--- config.mk ---
export PLATFORM = sky130hd
export DESIGN_NAME = out_port_buffer
export DESIGN_NICKNAME = d
export VERILOG_FILES = /design/src/rtl/out_port_buffer_pkg.sv /design/src/rtl/out_port_mem.sv /design/src/rtl/out_port_buffer.sv
export SDC_FILE = /design/constraint.sdc
export NUM_CORES = 1
export LEC_CHECK = 0
export CAP_MARGIN = 20
export CORE_UTILIZATION = 57
export CTS_CLUSTER_SIZE = 25
export DETAILED_ROUTE_END_ITERATION = 16
export GPL_ROUTABILITY_DRIVEN = 0
export MAX_ROUTING_LAYER = met4
export PLACE_DENSITY = 0.85
export SYNTH_ARGS = -nofsm -noshare
export SYNTH_HDL_FRONTEND = slang
export SYNTH_HIERARCHICAL = 1
export SYNTH_SLANG_ARGS = --single-unit
export TNS_END_PERCENT = 30
--- constraint.sdc ---
create_clock -name clk -period 5.3 [get_ports clk]
set_clock_uncertainty 0.05 [all_clocks]
set_input_delay 0.53 -clock clk [delete_from_list [all_inputs] [get_ports clk]]
set_output_delay 0.53 -clock clk [all_outputs]
set_load 0.01 [all_outputs]
--- src/rtl/out_port_buffer_pkg.sv ---
// Shared sizing defaults for the OUT-port buffer and its storage array.
package out_port_buffer_pkg;

  localparam int OUT_PORT_WIDTH = 16;
  localparam int OUT_PORT_DEPTH = 4;

  function automatic int cnt_width(input int depth);
    return $clog2(depth) + 1;
  endfunction

endpackage

--- src/rtl/out_port_mem.sv ---
// DEPTH x WIDTH register array: one synchronous write port, one asynchronous read port.
module out_port_mem
  import out_port_buffer_pkg::*;
#(
  parameter int WIDTH = OUT_PORT_WIDTH,
  parameter int DEPTH = OUT_PORT_DEPTH
) (
  input  logic                     clk,
  input  logic                     we,
  input  logic [$clog2(DEPTH)-1:0] waddr,
  input  logic [WIDTH-1:0]         wdata,
  input  logic [$clog2(DEPTH)-1:0] raddr,
  output logic [WIDTH-1:0]         rdata
);

  localparam int PTR_W = $clog2(DEPTH);

  logic [WIDTH-1:0] mem_q [DEPTH];
  logic [WIDTH-1:0] mem_d [DEPTH];

  always_comb begin
    for (int i = 0; i < DEPTH; i++) begin
      mem_d[i] = mem_q[i];
      if (we && (waddr == PTR_W'(i))) begin
        mem_d[i] = wdata;
      end
    end
  end

  // Storage needs no reset: the buffer's count decides which entries are live.
  always_ff @(posedge clk) begin
    for (int i = 0; i < DEPTH; i++) begin
      mem_q[i] <= mem_d[i];
    end
  end

  assign rdata = mem_q[raddr];

endmodule

--- src/rtl/out_port_buffer.sv ---
// OUT-port FIFO between the Controller and an external device, with a sticky
// dropped-write flag. Pointer/count control lives here; storage is out_port_mem.
module out_port_buffer
  import out_port_buffer_pkg::*;
#(
  parameter int WIDTH = OUT_PORT_WIDTH,
  parameter int DEPTH = OUT_PORT_DEPTH
) (
  input  logic                     clk,
  input  logic                     reset,
  input  logic [WIDTH-1:0]         outPortData,
  input  logic                     outSignalEn,
  input  logic                     portReady,
  input  logic                     clrOverflow,
  output logic [WIDTH-1:0]         portData,
  output logic                     portValid,
  output logic                     full,
  output logic [$clog2(DEPTH):0]   count,
  output logic                     overflow
);

  localparam int PTR_W = $clog2(DEPTH);
  localparam int CNT_W = cnt_width(DEPTH);
  localparam logic [CNT_W-1:0] DEPTH_C = CNT_W'(DEPTH);

  logic [PTR_W-1:0] wr_ptr_q, wr_ptr_d;
  logic [PTR_W-1:0] rd_ptr_q, rd_ptr_d;
  logic [CNT_W-1:0] count_q, count_d;
  logic             overflow_q, overflow_d;

  logic             valid;
  logic             is_full;
  logic             pop;
  logic             push;
  logic             drop;
  logic [WIDTH-1:0] head_data;

  always_comb begin
    valid   = (count_q != '0);
    is_full = (count_q == DEPTH_C);
    pop     = valid & portReady;
    // A full buffer still takes a word when the head leaves in the same cycle.
    push    = outSignalEn & (~is_full | pop);
    drop    = outSignalEn & is_full & ~pop;

    wr_ptr_d = push ? wr_ptr_q + PTR_W'(1) : wr_ptr_q;
    rd_ptr_d = pop  ? rd_ptr_q + PTR_W'(1) : rd_ptr_q;

    count_d = count_q;
    if (push && !pop) begin
      count_d = count_q + CNT_W'(1);
    end else if (pop && !push) begin
      count_d = count_q - CNT_W'(1);
    end

    overflow_d = overflow_q;
    if (drop) begin
      overflow_d = 1'b1;
    end else if (clrOverflow) begin
      overflow_d = 1'b0;
    end
  end

  always_ff @(posedge clk) begin
    if (reset) begin
      wr_ptr_q   <= '0;
      rd_ptr_q   <= '0;
      count_q    <= '0;
      overflow_q <= 1'b0;
    end else begin
      wr_ptr_q   <= wr_ptr_d;
      rd_ptr_q   <= rd_ptr_d;
      count_q    <= count_d;
      overflow_q <= overflow_d;
    end
  end

  out_port_mem #(
    .WIDTH (WIDTH),
    .DEPTH (DEPTH)
  ) u_mem (
    .clk   (clk),
    .we    (push & ~reset),
    .waddr (wr_ptr_q),
    .wdata (outPortData),
    .raddr (rd_ptr_q),
    .rdata (head_data)
  );

  assign portValid = valid;
  assign portData  = valid ? head_data : '0;
  assign full      = is_full;
  assign count     = count_q;
  assign overflow  = overflow_q;

endmodule

# [Word-level counts from Yosys, hierarchy flattened]
# Memory sizes are Yosys's and may differ from the RTL's. A register that Yosys moved wholly into a read port is not among the register bits.
# Cells that the tools add are included.
[totals] reg_bits=8 ram_bits=64 inputBits=21 output_inout_bits=22 elab_cells=61 memories=1
[classes] n_addsub=4 n_eq_ne=8 muxes=20 bitwise_logic=9 n_reduce_logical=15
[mem_list] memory="u_mem.mem_q" words=4 width=16 rd=1 rd_clocked_by_memory_dff=1 wr=1 line_no="out_port_mem.sv:18" text="logic [WIDTH-1:0] mem_q [DEPTH];"
[ops] op="$mux 16" count=8
[ops] op="$reduce_or 16->1" count=3
[ops] op="$mux 2" count=5
[ops] op="$logic_and 1x1->1" count=6
[ops] op="$mux 3" count=2
[ops] op="$and 1x1->1" count=5
[ops] op="$mux 1" count=5
[ops] op="$add 2x1->2 const B" count=2
[ops] op="$eq 2x2->1 const B" count=2
[ops] op="$ne 1x1->1 const B" count=4
[ops] op="$reduce_bool 2->1" count=2
[ops] op="$add 3x1->3 const B" count=1
[ops] op="$eq 3x3->1 const B" count=1
[ops] op="$not 1->1" count=3
[ops] op="$reduce_bool 3->1" count=1
[ops] op="$sub 3x1->3 const B" count=1
[ops] op="$eq 2x1->1 const B" count=1
[ops] op="$logic_not 1->1" count=2
[ops] op="$logic_not 2->1" count=1
[ops] op="$or 1x1->1" count=1

# [Longest topological paths before layout]
# Gate-level depths: netlist of the first run.
[logic_depth] depth_word=11 depth_mapped=8 ltp_nobuf=8

# [Cells and area by module]
# Netlist of the first run, hierarchy kept.
[by_module_without_submodules] module="out_port_mem" instances=1 cells_per_inst=88 area_each_um2=2377.3 seq_area_each_um2=1921.8
[by_module_without_submodules] module="out_port_buffer" instances=1 cells_per_inst=60 area_each_um2=524.3 seq_area_each_um2=160.2

# [Worst setup path after synthesis of the first run]
# Ideal clock, no wire load.
[synth_path] kind="register to register" from="register count_q[0], in the netlist count[0]" to="memory u_mem/mem_q[0][0] (netlist bit), enable pin" setup_time_ps=413 t_arrival_ps=2253 setup_slack_ps=2584 stages_incl_launch_ff=5 path_cell_list="dfxtp_1 > or3b_4 > o21a_4 > nor2b_1 > nor3b_1"
[synth_between] elab_chain_len=11 elab_cells_between_ends=24 cone_classes="5 x eq/ne; 6 x mux; 5 x bitwise; 8 x reduce/logical"
[synth_lines] item="from (decl)" line_no="out_port_buffer.sv:28" text="logic [CNT_W-1:0] count_q, count_d;"
[synth_lines] item="from (signal assigned)" line_no="out_port_buffer.sv:73" text="count_q <= count_d;"
[synth_lines] item="$reduce_bool 3->1 or $eq 3x3->1 (tied branches)" line_no="out_port_buffer.sv:39, out_port_buffer.sv:40"
[synth_lines] item="$and 1x1->1 or $not 1->1 (tied branches)" line_no="out_port_buffer.sv:41, out_port_buffer.sv:43"
[synth_lines] item="$or 1x1->1 (*)" line_no="out_port_buffer.sv:43" text="push = outSignalEn & (~is_full | pop);"
[synth_lines] item="$and 1x1->1 (*)" line_no="out_port_buffer.sv:43"
[synth_lines] item="$and 1x1->1 (*)" line_no="out_port_buffer.sv:83" text=".we (push & ~reset),"
[synth_lines] item="$logic_and 1x1->1" line_no="out_port_mem.sv:24" text="if (we && (waddr == PTR_W'(i))) begin"
[synth_lines] item="$ne 1x1->1 (no line)"
[synth_lines] item="$reduce_or 16->1 (no line)"
[synth_lines] item="$mux 2 (no line) or $mux 1 (tied branches) (3 in series)"
[synth_lines] item="to (decl)" line_no="out_port_mem.sv:18"
# Every way passes the cells marked *; elsewhere a longest branch is shown, timed or not.

==> metrics.md, run 1 <==
| Metric | Value |
|---|---|
| Vias per cell | `5.57` |
| Register-to-register setup slack | `3000 ps` |
| Average size of a mapped cell | `19.6 um^2` |
| Cell variety after synth | `30` |
| First-pass GRT wire length | `7.62 mm` |
| Worst-case hold path end point | `overflow` |
| Worst r2r path cells | `4` |
| Post_cts resized | `0` |
| Outcome | `finished, final reports clean` |
| Mapped Area | `2900 um^2` |
| Final #Nets | `221` |
| Die area | `5380 um^2` |
| Tightest Hold Check Type | `reg -> reg` |
| Die H | `73.3 um` |
| Top_reg_cell synth | `edfxtp_1` |
| Period utilization | `0.576` |
| Commonest cells in the netlist | `edfxtp_1, nor2b_1, mux4_2, dfxtp_1, mux4_1` |
| CTS tree | `done` |
| CP Launch Type | `flop` |
| PD cells | `455 nW/um^2` |
| Post-route minimum period | `3050 ps` |
| Largest net degree at the start of global routing | `20` |
| Root buf cell | `clkbuf_8` |
| Reg2reg start | `count[0]` |
| N_diodes | `0` |
| Initial core utilization | `0.602` |
| Iter 0 DRT Violations | `110` |
| CTS sink count | `72` |
| Initial antenna violation count | `0` |
| Fmax | `327 MHz` |
| Top cell type's share of synthesized area | `0.662` |
| Hold buffers post-CTS | `0` |
| I/O Buffers | `42` |
| Slew @ Worst Pin | `904 ps` |
| Normalized max-slew margin | `0.397` |
| Final slew viol count | `0` |
| H-Tree Depth | `3` |
| Top cells by area, synth | `edfxtp_1, mux4_2, dfxtp_1` |
| Synth warn | `6` |
| DPL Wire Length | `3.30 mm` |
| CTS max path bufs | `2` |
| P&R area growth vs syn | `22.3%` |
| Crit path capture type | `primary output` |
| WS Path Type | `reg -> out` |
| Core Box Area | `4820 um^2` |
| Hold path depth | `2` |
| Most instantiated library cell after synthesis | `edfxtp_1` |
| Final cell count without fillers | `270` |
| Setup violators final | `0` |
| WL per Instance | `19.0 um` |
| Area leader, netlist | `edfxtp_1` |
| Critical path data arrival time | `2470 ps` |
| DRT antenna net count | `0` |
| Leak | `1.19 nW` |
| RSZ-0062 raised after global routing | `false` |
| Maxcap violations | `0` |
| Worst-path clk slew | `70 ps` |
| Worst EP required | `4720 ps` |
| Total number of vias | `1,504` |
| Vias in the first global route | `1,500` |
| Drt total wl | `5.13 mm` |
| Row Count | `25` |
| Final Hold Fails | `0` |
| DRT Pass-1 Iters | `4` |
| Share of cells above drive strength 1 | `0.148` |
| DRC viols | `0` |
| Hold Crit Start | `overflow` |
| Grt total ovfl | `0` |
| FF-to-FF End | `u_mem/mem_q[3][15]` |
| GRT Overall Usage | `0.217` |
| Post-synth EDFFs | `64` |
| Seq/Total Area, Yosys | `0.718` |
| # Post-CTS Setup Buffers | `0` |
| Yosys reg bits | `72` |
| Die W | `73.3 um` |
| Mapped Nets | `171` |
| # IOs | `43` |
| Worst-path fanout max | `11` |
| Post-Synthesis Cells | `148` |
| Setup_tns | `0 ps` |
| Total CTS buffers | `9` |
| Clk_lat worst skew | `330 ps` |
| Synth async-reset ratio | `0` |
| DP Cell Count | `253` |
| Worst vdd ir | `255 uV` |
==> worst max path at each step <==
stage | end | start | slack, ps | depth (start not counted)
floorplan | u_mem/mem_q[0][0] | count[0] | 2580 | 4
global placement | portData[15] | rd_ptr_q[0] | 2390 | 3
detailed placement | portData[12] | rd_ptr_q[0] | 2310 | 3
CTS | portData[12] | rd_ptr_q[0] | 1940 | 3
global route | portData[12] | rd_ptr_q[0] | 2160 | 4
finish | portData[12] | rd_ptr_q[0] | 2250 | 4
==> critical path: stages (launching register included) <==
cell and delay (ps):
dfxtp_1 660, buf_8 240, mux4_1 600, nor2b_1 160, clkdlybuf4s50_1 480
==> cell usage in the layout, fill, tap and decap left out, types with 3 or more instances in the layout <==
cell type,synthesis,routed
mux4_1,6,6
clkbuf_1,2,3
mux4_2,10,10
xor2_1,3,3
clkbuf_8,0,9
inv_1,3,3
dfxtp_1,8,8
nor2_1,5,5
clkdlybuf4s50_1,0,42
nor2b_1,19,19
edfxtp_1,64,64
a21oi_1,3,3
==> stage by stage <==
| stage | hold WS, ps | instance area, um^2 | power (W) | setup slack [ps] | utilization |
|---|---|---|---|---|---|
| 2_1_floorplan | 405 | 2900 | 0.00103 | 2580 | - |
| 3_3_place_gp | 409 | 3380 | 0.00125 | 2390 | 0.701 |
| 3_5_place_dp | 429 | 3380 | 0.00128 | 2310 | 0.701 |
| 4_1_cts | 443 | 3530 | 0.00162 | 1940 | 0.734 |
| 5_1_grt | 463 | 3550 | 0.00169 | 2160 | 0.737 |
| 6_report | 438 | 3550 | 0.00162 | 2250 | 0.737 |
==> cells by family after synthesis <==
logic type,Yosys count,synth area share
adders and majority gates,2,0.0112
xor gates and xnor gates,3,0.00906
buffers and inverters,9,0.0207
DFF,72,0.718
and+or+nand+nor,35,0.0759
muxes,19,0.146
AOI/OAI and AO/OA,8,0.0198
==> sequential cells by signal (all words and copies together), names as in the netlist <==
name / flops
overflow: 1
count: 3
u_mem/mem_q: 64
rd_ptr_q: 2
wr_ptr_q: 2
==> layer usage <==
layer  part of all wire  track usage  vias to the layer above  routed length, um
met2               0.52        0.357                       54               2680
met1               0.39        0.240                      750               2000
met3              0.055       0.0549                       14                281
met5                  0            -                        -                  0
li1                   -            -                      686                  -
met4              0.032        0.126                        0                165
==> power by group <==
group / switching (W) / leakage [nW] / internal (W)
sequential: 0.0000513 / 0.647 / 0.000657
clock: 0.000181 / 0.0794 / 0.000167
combinational: 0.000229 / 0.460 / 0.000329
total: 0.000461 / 1.19 / 0.00115
==> layout make-up <==
type / instances / area, um^2
repair buffers: 45 / 450
fillers: 304 / 1270
clock buffers: 12 / 135
inverters: 3 / 11.3
flip-flops and latches: 72 / 2080
multi-input cells: 67 / 764
clock inverters: 4 / 21.3
well taps: 67 / 83.8
Note: power is estimated with default switching activity, not from simulation.
==> run 2, diff against run 1 <==
- CORE_UTILIZATION: 57 -> 48
- PLACE_DENSITY: 0.85 -> 0.77
- clock period: 5.3 -> 2.6 ns (I/O delays scaled with it)
==> metrics.md, run 2 (same netlist as run 1, synthesis figures left out) <==
| Metric | Value |
|---|---|
| Total number of vias | `1,485` |
| Hold path depth | `2` |
| Setup violators final | `0` |
| Largest register FFs | `64` |
| Share of cells above drive strength 1 | `0.188` |
| Final slew viol count | `0` |
| CP Depth | `4` |
| Critical path data arrival time | `2100 ps` |
| Core Box Area | `5680 um^2` |
| Post-route minimum period | `2410 ps` |
| Hold buffers post-CTS | `0` |
| GRT Overall Usage | `0.173` |
| Normalized max-slew margin | `0.707` |
| Worst vdd ir | `780 uV` |
| Worst Setup SP | `rd_ptr_q[0]` |
| Fmax | `415 MHz` |
| Total CTS buffers | `9` |
| Worst-path fanout max | `14` |
| Initial antenna violation count | `0` |
| Leak | `1.25 nW` |
| # IOs | `43` |
| DRT antenna net count | `0` |
| Most frequent cells in the layout | `edfxtp_1, clkdlybuf4s50_1, nor2b_1` |
| Tightest Hold Check Type | `reg -> reg` |
| Crit path largest cell delay | `560 ps` |
| Setup_tns | `0 ps` |
| Drt total wl | `4.82 mm` |
| Outcome | `finished, final reports clean` |
| Final Hold Fails | `0` |
| Reg2reg start | `count[0]` |
| CP delay by family, top | `buffers and inverters` |
| RSZ-0062 raised after global routing | `false` |
| Row Count | `27` |
| H-Tree Depth | `3` |
| PD cells | `979 nW/um^2` |
| First-pass GRT wire length | `7.50 mm` |
| Worst r2r path cells | `7` |
| CP Launch Type | `flop` |
| Grt total ovfl | `0` |
| DPL Wire Length | `3.20 mm` |
| Initial core utilization | `0.511` |
| Min Hold Slack | `422 ps` |
| Largest net degree at the start of global routing | `20` |
| P&R area growth vs syn | `26.9%` |
| Crit-path cells | `buf_6 -> mux4_1 -> nor2b_1 -> clkdlybuf4s50_1` |
| N_diodes | `0` |
| DRC viols | `0` |
| Final Cell Area | `3680 um^2` |
| # Post-CTS Setup Buffers | `0` |
| Slew @ Worst Pin | `437 ps` |
| Buffers plus inverters on the worst setup path | `2` |
| Vias in the first global route | `1,518` |
| Worst-path clk slew | `70 ps` |
| CTS tree | `done` |
| Die area | `6360 um^2` |
| Die W | `79.8 um` |
| Critical-path top delay cell | `mux4_1` |
| Final #Nets | `226` |
| Placed cell areas | `3440 um^2` |
| Largest register by flop count | `u_mem/mem_q` |
| WS Path Type | `reg -> out` |
| Crit path capture type | `primary output` |
| Die H | `79.8 um` |
| WL per Instance | `17.2 um` |
| DRT Pass-1 Iters | `4` |
| CTS sink count | `72` |
| Period utilization | `0.926` |
| Worst EP required | `2290 ps` |
| Pwr Total | `0.00360 W` |
| Most common cell after layout, fill and taps aside | `edfxtp_1` |
| Vias per cell | `5.30` |
| Hold Crit Start | `overflow` |
| I/O Buffers | `42` |
| CTS max path bufs | `2` |
| Maxcap violations | `0` |
| Clk_lat worst skew | `330 ps` |
| Root buf cell | `clkbuf_8` |
| Iter 0 DRT Violations | `52` |
run 2: changes by cell type in the layout (fill, tap and decap cells not counted), sizes merged:
| cell | delta |
|---|---|
| clkinv | -1 |
| clkbuf | -2 |
| bufinv | +3 |
| buf | +5 |
run 2: worst paths after layout:
kind / endpoint / slack, ps
worst min register to register: overflow / 420
worst max register to register: count[2] / 280
worst min-delay path: overflow / 420
worst max-delay path: portData[11] / 190
run 2: where the power goes:
group	leakage, nW	switching (W)	internal [W]	total, W
clock network	0.118	0.000379	0.000634	0.00101
registers	0.647	0.0000835	0.00134	0.00142
logic	0.489	0.000488	0.000678	0.00117
total	1.25	0.000950	0.00265	0.00360
run 2: final cells by class:
type,count,area [um^2]
inverter,3,11.3
sequential,72,2080
timing repair buffer,50,497
clock buffer,10,128
fill,405,1990
tap,72,90.1
multi-input combinational,67,764
clock inverter,6,108
run 2: worst reg2reg max path, delay by kind of cell, from the launching register on:
kind	cells	cell delay, ps
flip-flops	1	400
AO/OA/AOI/OAI	2	620
adder cells (fa/ha/maj)	2	640
AND/OR/NAND/NOR	1	310
buffers and inverters	1	60
XOR/XNOR	1	160
run 2: per-layer routing:
layer	vias up	global-route usage	wire, um
li1	691	-	-
met1	733	0.205	2140
met2	53	0.280	2340
met3	8	0.0377	261
met4	0	0.0911	82
met5	-	-	0
run 2: what timing repair did:
action,in CTS,in global routing
hold endpoints to repair,0,0
gates resized for setup,0,2
endpoints found under the setup margin,0,16
run 2: stage by stage:
step	utilization	worst slack (ps)	cells
CTS	0.648	30.1	280
finish	0.649	192	280
floorplan	-	456	148
global route	0.649	61.7	280
global placement	0.606	339	264
detailed placement	0.606	191	264
==> run 3, diff against run 2 <==
- RECOVER_POWER: default -> 100
==> metrics.md, run 3 (same netlist as run 1, synthesis figures left out) <==
| Metric | Value |
|---|---|
| Outcome | `finished, final reports clean` |
| WS Path Type | `reg -> out` |
| Die W | `79.8 um` |
| Normalized max-slew margin | `0.600` |
| Hold buffers post-CTS | `0` |
| Fill cells | `412` |
| P&R area growth vs syn | `25.7%` |
| Crit path capture type | `primary output` |
| Row Count | `27` |
| # IOs | `43` |
| Storage cell area | `2080 um^2` |
| Most common cell after layout, fill and taps aside | `edfxtp_1` |
| Total number of vias | `1,487` |
| Min Hold Slack | `419 ps` |
| Die H | `79.8 um` |
| Tightest Hold Check Type | `reg -> reg` |
| DRT Pass-1 Iters | `4` |
| I/O Buffers | `42` |
| Leak | `1.29 nW` |
| Setup violators final | `0` |
| DPL Wire Length | `3.20 mm` |
| RSZ-0062 raised after global routing | `false` |
| Fmax | `406 MHz` |
| DRC viols | `0` |
| Grt total ovfl | `0` |
| CP Launch Type | `flop` |
| FF-to-FF End | `u_mem/mem_q[3][7]` |
| Vias in the first global route | `1,518` |
| Iter 0 DRT Violations | `57` |
| Root buf cell | `clkbuf_8` |
| Reg2reg start | `count[0]` |
| Largest register by flop count | `u_mem/mem_q` |
| Post-route minimum period | `2460 ps` |
| Setup_tns | `0 ps` |
| Drt total wl | `4.79 mm` |
| Total CTS buffers | `9` |
| Worst-path clk slew | `70 ps` |
| First-pass GRT wire length | `7.50 mm` |
| Period utilization | `0.947` |
| Clk_lat worst skew | `330 ps` |
| Final worst setup slack | `137 ps` |
| WL per Instance | `17.1 um` |
| Worst Setup SP | `rd_ptr_q[0]` |
| Slew @ Worst Pin | `599 ps` |
| Share of cells above drive strength 1 | `0.159` |
| H-Tree Depth | `3` |
| Worst r2r path cells | `5` |
| DP Cell Count | `264` |
| Core Box Area | `5680 um^2` |
| Multi-input logic area | `749 um^2` |
| Worst-path fanout max | `14` |
| Pre-CTS setup slack | `191 ps` |
| CTS tree | `done` |
| Initial antenna violation count | `0` |
| Critical Path End | `portData[10]` |
| Most frequent cells in the layout | `edfxtp_1, dlygate4sd3_1, nor2b_1` |
| Register-to-register setup slack | `250 ps` |
| Final slew viol count | `0` |
| Worst EP required | `2290 ps` |
| PD cells | `967 nW/um^2` |
| Largest net degree at the start of global routing | `20` |
| Maxcap violations | `0` |
| Largest register FFs | `64` |
| DRT antenna net count | `0` |
| GRT Overall Usage | `0.173` |
| Critical path data arrival time | `2150 ps` |
| Die area | `6360 um^2` |
| Initial core utilization | `0.511` |
| CTS max path bufs | `2` |
| Final Hold Fails | `0` |
| N_diodes | `0` |
| Vias per cell | `5.31` |
| Final #Nets | `226` |
| CTS sink count | `72` |
| Final Cell Area | `3650 um^2` |
| Worst vdd ir | `830 uV` |
| Final cell count without fillers | `280` |
| Placed cell areas | `3440 um^2` |
==> run 3: cell types whose count changed in the layout (fill, tap and decap cells not counted), moves of 2 or more <==
cell             previous run  this run
mux2_4                      2         0
clkbuf_2                    0         3
clkdlybuf4s50_1            42        11
mux2_1                      0         2
dlygate4sd3_1               0        31
buf_4                       6         2
==> run 3: stage by stage <==
stage	total power (W)	util
finish	0.00353	0.643
global route	0.00370	0.643
CTS	0.00363	0.648
detailed placement	0.00263	0.606
global placement	0.00260	0.606
floorplan	0.00210	-
==> run 3: critical path: stages, from the launching register on <==
cell and delay [ps]:
dfxtp_1 350, buf_6 220, mux4_2 510, nor2b_1 140
dlygate4sd3_1 610
==> run 3: power breakdown <==
group | internal (W) | switching (W) | total [W] | leakage [nW]
Clock | 0.000634 | 0.000380 | 0.00101 | 0.118
Combinational | 0.000614 | 0.000480 | 0.00109 | 0.524
Sequential | 0.00134 | 0.0000787 | 0.00142 | 0.647
Total | 0.00259 | 0.000938 | 0.00353 | 1.29
==> run 3: layer usage <==
layer | vias to the layer above | global-route usage | part of all wire
met3 | 8 | 0.0377 | 0.061
met1 | 732 | 0.205 | 0.44
met5 | - | - | 0
met2 | 56 | 0.280 | 0.49
met4 | 0 | 0.0911 | 0.017
li1 | 691 | - | -
==> run 3: repair_timing <==
item | CTS | global route
setup endpoints to repair | 0 | 16
setup buffers | 0 | 0
resized for setup | 0 | 2
==> run 3: final cells by class <==
| type | instances | area share |
|---|---|---|
| clock buffer | 10 | 0.0350 |
| clock inverter | 6 | 0.0295 |
| inverter | 3 | 0.00309 |
| multi-input combinational | 67 | 0.205 |
| sequential | 72 | 0.571 |
| tap | 72 | 0.0247 |
| timing repair buffer | 50 | 0.131 |
==> run 3: worst min-delay path by stage <==
stage | to | depth (start not counted) | from | slack, ps
floorplan | u_mem/mem_q[0][0] | 0 | outPortData[0] | 310
global placement | overflow | 2 | overflow | 410
detailed placement | overflow | 2 | overflow | 420
CTS | overflow | 2 | overflow | 430
global route | overflow | 2 | overflow | 460
finish | overflow | 2 | overflow | 420
